`config.mk`:
```
export PLATFORM = sky130hd
export DESIGN_NAME = gate_bist_ctrl_flat
export DESIGN_NICKNAME = d
export VERILOG_FILES = /design/src/rtl/gate_bist_ctrl_pkg.sv /design/src/rtl/gate_bist_ctrl_if.sv /design/src/rtl/gate_bist_ctrl.sv /design/src/flat_wrapper.sv
export SDC_FILE = /design/constraint.sdc
export NUM_CORES = 1
export LEC_CHECK = 0
export BUFFER_PORTS_ARGS = -buffer_cell sky130_fd_sc_hd__buf_2
export CAP_MARGIN = 20
export CELL_PAD_IN_SITES_DETAIL_PLACEMENT = 1
export CELL_PAD_IN_SITES_GLOBAL_PLACEMENT = 2
export CORE_MARGIN = 1.5
export CORE_UTILIZATION = 36
export CTS_BUF_LIST = sky130_fd_sc_hd__clkbuf_4 sky130_fd_sc_hd__clkbuf_8
export CTS_CLUSTER_SIZE = 30
export DETAILED_ROUTE_END_ITERATION = 8
export PLACE_DENSITY = 0.83
export SLEW_MARGIN = 20
export SYNTH_ARGS = -nofsm -noshare
export SYNTH_HDL_FRONTEND = slang
export SYNTH_SLANG_ARGS = --single-unit
export TNS_END_PERCENT = 50
```
`constraint.sdc`:
```
create_clock -name clk -period 4.6 [get_ports clk]
set_clock_uncertainty 0.15 [all_clocks]
set_input_delay 0.92 -clock clk [delete_from_list [all_inputs] [get_ports clk]]
set_output_delay 0.92 -clock clk [all_outputs]
set_load 0.01 [all_outputs]
```
`src/rtl/gate_bist_ctrl_pkg.sv`:
```
// Shared types and constants for the gate-bank self-test controller.
// No ports. Provides the FSM state type, the gate bit positions, the
// per-vector expected bank response and the gate count.
package gate_bist_pkg;

  localparam int N_GATES = 6;

  localparam int G_AND  = 0;
  localparam int G_OR   = 1;
  localparam int G_XOR  = 2;
  localparam int G_NOT  = 3;
  localparam int G_NAND = 4;
  localparam int G_NOR  = 5;

  typedef enum logic [1:0] {
    ST_IDLE,
    ST_SETTLE,
    ST_CHECK,
    ST_DONE
  } state_e;

  // Expected {nor, nand, not, xor, or, and} per vector index {a, b}.
  // NOT is taken from input a. Entries are the true gate truth tables,
  // so a fault-free bank reports an empty fail mask.
  localparam logic [3:0][N_GATES-1:0] EXP_PATTERN = {
    6'b000011,   // vec3: a=1 b=1
    6'b010110,   // vec2: a=1 b=0
    6'b011110,   // vec1: a=0 b=1
    6'b111000    // vec0: a=0 b=0
  };

endpackage

```
`src/rtl/gate_bist_ctrl_if.sv`:
```
// Bundle between the test/bring-up side, the gate bank and the BIST
// controller.
//   master: drives start_i, abort_i and the bank response gate_q_i;
//           observes bank inputs and run status.
//   slave : the controller.
interface gate_bist_ctrl_if;
  import gate_bist_pkg::*;

  logic               start_i;
  logic               abort_i;
  logic [N_GATES-1:0] gate_q_i;
  logic               a_o;
  logic               b_o;
  logic [1:0]         vec_idx_o;
  logic               busy_o;
  logic               done_o;
  logic               pass_o;
  logic [N_GATES-1:0] fail_mask_o;

  modport master (
    output start_i, abort_i, gate_q_i,
    input  a_o, b_o, vec_idx_o, busy_o, done_o, pass_o, fail_mask_o
  );

  modport slave (
    input  start_i, abort_i, gate_q_i,
    output a_o, b_o, vec_idx_o, busy_o, done_o, pass_o, fail_mask_o
  );

endinterface

```
`src/rtl/gate_bist_ctrl.sv`:
```
// BIST controller for the gate bank. Walks the four {a,b} vectors, holds
// each for SETTLE_CYCLES, samples the bank and accumulates a sticky
// per-gate fail mask; pulses done_o with pass_o at the end of a run.
//   clk, rst_n : clock, asynchronous active-low reset
//   bus        : slave side of gate_bist_ctrl_if (start/abort in, bank
//                response in, bank drive and run status out)
// SETTLE_CYCLES legal range 1..15.
module gate_bist_ctrl
  import gate_bist_pkg::*;
#(
  parameter int SETTLE_CYCLES = 2
) (
  input  logic             clk,
  input  logic             rst_n,
  gate_bist_ctrl_if.slave  bus
);

  localparam logic [3:0] SETTLE_LOAD = 4'(SETTLE_CYCLES - 1);

  state_e             state_q, state_d;
  logic [3:0]         cnt_q, cnt_d;
  logic [1:0]         vec_q, vec_d;
  logic               busy_q, busy_d;
  logic               done_q, done_d;
  logic               pass_q, pass_d;
  logic [N_GATES-1:0] fail_q, fail_d;
  logic [N_GATES-1:0] mism;
  logic [N_GATES-1:0] fail_acc;

  assign mism     = bus.gate_q_i ^ EXP_PATTERN[vec_q];
  assign fail_acc = fail_q | mism;

  always_comb begin
    state_d = state_q;
    cnt_d   = cnt_q;
    vec_d   = vec_q;
    busy_d  = busy_q;
    done_d  = 1'b0;
    pass_d  = pass_q;
    fail_d  = fail_q;
    case (state_q)
      ST_IDLE: begin
        if (bus.start_i) begin
          state_d = ST_SETTLE;
          cnt_d   = SETTLE_LOAD;
          vec_d   = 2'd0;
          busy_d  = 1'b1;
          pass_d  = 1'b0;
          fail_d  = '0;
        end
      end
      ST_SETTLE, ST_CHECK: begin
        if (bus.abort_i) begin
          state_d = ST_IDLE;
          cnt_d   = '0;
          vec_d   = 2'd0;
          busy_d  = 1'b0;
          pass_d  = 1'b0;
          fail_d  = '0;
        end else if (state_q == ST_SETTLE) begin
          if (cnt_q == '0) state_d = ST_CHECK;
          else             cnt_d   = cnt_q - 4'd1;
        end else begin
          fail_d = fail_acc;
          if (vec_q == 2'd3) begin
            state_d = ST_DONE;
            vec_d   = 2'd0;
            done_d  = 1'b1;
            pass_d  = (fail_acc == '0);
          end else begin
            state_d = ST_SETTLE;
            vec_d   = vec_q + 2'd1;
            cnt_d   = SETTLE_LOAD;
          end
        end
      end
      ST_DONE: begin
        state_d = ST_IDLE;
        busy_d  = 1'b0;
      end
      default: state_d = ST_IDLE;
    endcase
  end

  always_ff @(posedge clk or negedge rst_n) begin
    if (!rst_n) begin
      state_q <= ST_IDLE;
      cnt_q   <= '0;
      vec_q   <= 2'd0;
      busy_q  <= 1'b0;
      done_q  <= 1'b0;
      pass_q  <= 1'b0;
      fail_q  <= '0;
    end else begin
      state_q <= state_d;
      cnt_q   <= cnt_d;
      vec_q   <= vec_d;
      busy_q  <= busy_d;
      done_q  <= done_d;
      pass_q  <= pass_d;
      fail_q  <= fail_d;
    end
  end

  // vec_q is forced to 0 outside SETTLE/CHECK, so the bank sees 00 when idle.
  assign bus.a_o         = vec_q[1];
  assign bus.b_o         = vec_q[0];
  assign bus.vec_idx_o   = vec_q;
  assign bus.busy_o      = busy_q;
  assign bus.done_o      = done_q;
  assign bus.pass_o      = pass_q;
  assign bus.fail_mask_o = fail_q;

endmodule

```
`src/flat_wrapper.sv`:
```
// flat-port wrapper written by rule: the top's interface ports become plain ports
module gate_bist_ctrl_flat import gate_bist_pkg::*;
#(
  parameter int SETTLE_CYCLES = 2
)
  (clk, rst_n, bus_start_i, bus_abort_i, bus_gate_q_i, bus_a_o, bus_b_o, bus_vec_idx_o, bus_busy_o, bus_done_o, bus_pass_o, bus_fail_mask_o);
  gate_bist_ctrl_if bus_i ();
  input  logic clk;
  input  logic rst_n;
  input wire logic [$bits(bus_i.start_i)-1:0] bus_start_i;
  input wire logic [$bits(bus_i.abort_i)-1:0] bus_abort_i;
  input wire logic [$bits(bus_i.gate_q_i)-1:0] bus_gate_q_i;
  output wire logic [$bits(bus_i.a_o)-1:0] bus_a_o;
  output wire logic [$bits(bus_i.b_o)-1:0] bus_b_o;
  output wire logic [$bits(bus_i.vec_idx_o)-1:0] bus_vec_idx_o;
  output wire logic [$bits(bus_i.busy_o)-1:0] bus_busy_o;
  output wire logic [$bits(bus_i.done_o)-1:0] bus_done_o;
  output wire logic [$bits(bus_i.pass_o)-1:0] bus_pass_o;
  output wire logic [$bits(bus_i.fail_mask_o)-1:0] bus_fail_mask_o;
  assign bus_i.start_i = bus_start_i;
  assign bus_i.abort_i = bus_abort_i;
  assign bus_i.gate_q_i = bus_gate_q_i;
  assign bus_a_o = bus_i.a_o;
  assign bus_b_o = bus_i.b_o;
  assign bus_vec_idx_o = bus_i.vec_idx_o;
  assign bus_busy_o = bus_i.busy_o;
  assign bus_done_o = bus_i.done_o;
  assign bus_pass_o = bus_i.pass_o;
  assign bus_fail_mask_o = bus_i.fail_mask_o;
  gate_bist_ctrl #(.SETTLE_CYCLES(SETTLE_CYCLES)) u_core (.clk(clk), .rst_n(rst_n), .bus(bus_i));
endmodule
```
==> results.yml <==
critical_path:
  cp_slowest_cell: "dfrtp_1"
  path_cells: "inv_1, ha_1, nand4bb_1, o211ai_4, or3_1, a21oi_1"
  worst-setup-path-type: "flip-flop to flip-flop"
  start_kind: "flip-flop"
  max_stage_delay_ns: 0.41
  crit_fanout: 10
  cp.arrival_ns: 2.10
  worstPathRequired_ns: 4.67
  end_kind: "flip-flop"
clocking:
  cts-resized-gates: 0
  insertion_delay_ns: 0.29
  cts.hold.buffers_added: 0
  cts_htree_levels: 1
  cts_setup_buffers: 0
  cts_sinks: 17
  clk_pin_slew_ns: 0.10
  cts_buffers: 3
  cts_tree: "yes"
  clock-root-buffer: "clkbuf_4"
  clockBufferDepth: 2
pwr:
  p_leak_nw: 0.6159
  intPower_uw: 422.9
  comb_power_share_pct: 57.2
  p_sw_share_pct: 45.88
  p_per_area_mw_per_mm2: 654.6
  p_clk_share_pct: 11.1
  seqPwrFrac_pct: 31.8
  p_switching_uw: 358.5
  irDropWorstVdd_mv: 0.3107
timing:
  final.setup.tns_ns: 0
  slew_viol_final: 0
  hold_viol_final: 0
  worstMarginPinSlew_ns: 0.5543
  period_minus_slack_ns: 2.030
  fmax_mhz: 492.5
  max_slew_margin_pct: 62.97
  fin_crit_sh_pct: 44.14
  finalSetupViolCount: 0
  rsz0062_at_grt: "false"
floorplan:
  ioPinCount: 23
  die_w_um: 56.78
  die-area_mm2: 0.003223
  die_h_um: 56.78
  initial_core_util_pct: 37.75
  rows: 19
  coreArea_mm2: 0.002758
yosys:
  synth_nets: 127
  yosysUniqueCellTypes: 31
  synthArstFlopShare_pct: 100.0
  ys_seq_area_share_pct: 40.87
  synth_cells: 107
  ys_seq_elements: 17
  synth_compound_area_share_pct: 16.83
  synth-edff-count: 0
  synth-simple-area-share_pct: 17.67
  yosys_warnings: 0
  synthAdderAreaFrac_pct: 12.02
  synth_ff_type: "dfrtp_1"
  avgSynthCellArea_um2: 9.729
  synth_top_family_by_area: "simple AND/OR/NAND/NOR gates"
  syn_area_mm2: 0.001041
  synthMuxAreaShare_pct: 2.163
  synthXorXnorAreaFrac_pct: 5.048
grt:
  antenna_found_initial: 0
  grt_pass1_wl_mm: 4.015
  grt_overflow: 0
  grt_pass1_vias: 845
  grt_use_total_pct: 16.24
  grt_max_degree: 18
placement:
  place_congestion: 0.7178
  portBuffers: 22
  dp_hpwl_mm: 1.778
cells_and_area:
  final_common_cell: "buf_2"
  n_fill_cell: 327
  diodes: 0
  final_layout_size_suffix_gt1_share_pct: 24.03
  layout_common_cells: "buf_2, dfrtp_1, nor2_1"
  fin_util_pct: 43.28
  area_growth_pct: 14.66
  fin_nets: 150
routing:
  drt_wl_total_mm: 2.345
  remaining_drc_errors: 0
  wl_per_cell_um: 14.66
  drt_iter0_drc: 18
  drtPass1Iterations: 4
  avgViaCountPerCell: 5.269
  drt.antenna.violating_nets: 0
  vias: 843
hold_path:
  hp-class: "flip-flop to flip-flop"
run:
  drv_cap: 0
status:
  status: "complete, no violations"
power by group through the flow:
| stage | sequential, mW | clock, mW | combinational, mW |
|---|---|---|---|
| floorplan | 0.259 | 0 | 0.327 |
| global placement | 0.249 | 0 | 0.442 |
| detailed placement | 0.253 | 0 | 0.454 |
| CTS | 0.249 | 0.0920 | 0.457 |
| global route | 0.257 | 0.0976 | 0.510 |
| finish | 0.248 | 0.0864 | 0.447 |
synth_stat cells (all sizes together) (2+ instances only):
| cell | instances | area share [%] |
|---|---|---|
| a21oi | 12 | 5.8 |
| buf | 3 | 2.2 |
| dfrtp | 17 | 41 |
| ha | 10 | 12 |
| inv | 8 | 2.9 |
| mux2 | 2 | 2.2 |
| nand2 | 5 | 1.8 |
| nand2b | 2 | 1.2 |
| nand4bb | 2 | 2.2 |
| nor2 | 15 | 5.4 |
| nor2b | 2 | 1.2 |
| o21ai | 4 | 1.9 |
| o31ai | 2 | 1.4 |
| or3 | 4 | 2.4 |
| xnor2 | 2 | 1.7 |
| xor2 | 4 | 3.4 |
sequential cells by signal (all words and copies together), names as in the netlist:
signal and cells:
u_core.bus.done_o 1, u_core.bus.pass_o 1, u_core.bus.vec_idx_o 2, u_core.cnt_q 4, u_core.bus.busy_o 1, u_core.bus.fail_mask_o 6
u_core.state_q 2
logic make-up after synthesis:
| kind of cell | Yosys count |
|---|---|
| buffers and inverters | 12 |
| flip-flops | 17 |
| AO/OA/AOI/OAI | 25 |
| XOR/XNOR | 6 |
| AND/OR/NAND/NOR | 35 |
| multiplexers | 2 |
| adder cells (fa/ha/maj) | 10 |
path summary, 6_finish.rpt:
kind	slack (ns)	from	cells past startpoint	end
min in group asynchronous	0.39	rst_n	1	u_core.bus.fail_mask_o[4]$_DFFE_PN0P_
max reg2reg	2.57	u_core.state_q[1]$_DFFE_PN0P_	6	u_core.cnt_q[3]$_DFFE_PN0P_
max in group asynchronous	3.63	rst_n	1	u_core.bus.pass_o$_DFFE_PN0P_
min reg2reg	0.35	u_core.bus.busy_o$_DFFE_PN0P_	1	u_core.bus.busy_o$_DFFE_PN0P_
min	0.35	u_core.bus.busy_o$_DFFE_PN0P_	1	u_core.bus.busy_o$_DFFE_PN0P_
max	2.57	u_core.state_q[1]$_DFFE_PN0P_	6	u_core.cnt_q[3]$_DFFE_PN0P_
cell type report:
cell class	count	area (um^2)	area share, %
tap	31	38.79	3.249
timing repair buffer	22	110.1	9.224
inverter	8	30.03	2.516
sequential	17	425.4	35.64
clock buffer	4	30.03	2.516
multi-input combinational	78	559.3	46.86
metrics by stage:
step                total power [mW]  hold WS [ns]  setup slack [ns]  area, um^2  instances
floorplan                     0.5855        0.3123             2.662        1041        107
global placement              0.6915        0.3197             2.446        1164        156
detailed placement            0.7069        0.3296             2.383        1164        156
CTS                           0.7981        0.3542             2.559        1194        160
global route                  0.8653        0.3763             2.387        1194        160
finish                        0.7814        0.3466             2.570        1194        160
layer usage:
metal / up-vias / share of wire [%] / global-route usage (%) / wire length (um)
met5: - / 0 / 0 / 0
met4: 0 / 1.4 / 5.980 / 34
met3: 4 / 3.9 / 3.456 / 92
met2: 18 / 47 / 26.74 / 1107
met1: 410 / 47 / 20.89 / 1112
li1: 411 / - / - / -
critical path: cells and delay by family (launching register included):
| family | cells | cell delay, ns |
|---|---|---|
| buffers and inverters | 1 | 0.11 |
| AOI/OAI and AO/OA | 2 | 0.28 |
| adders and majority gates | 1 | 0.39 |
| and+or+nand+nor | 2 | 0.62 |
| DFF | 1 | 0.41 |
Power figures use the tool's default switching activity.
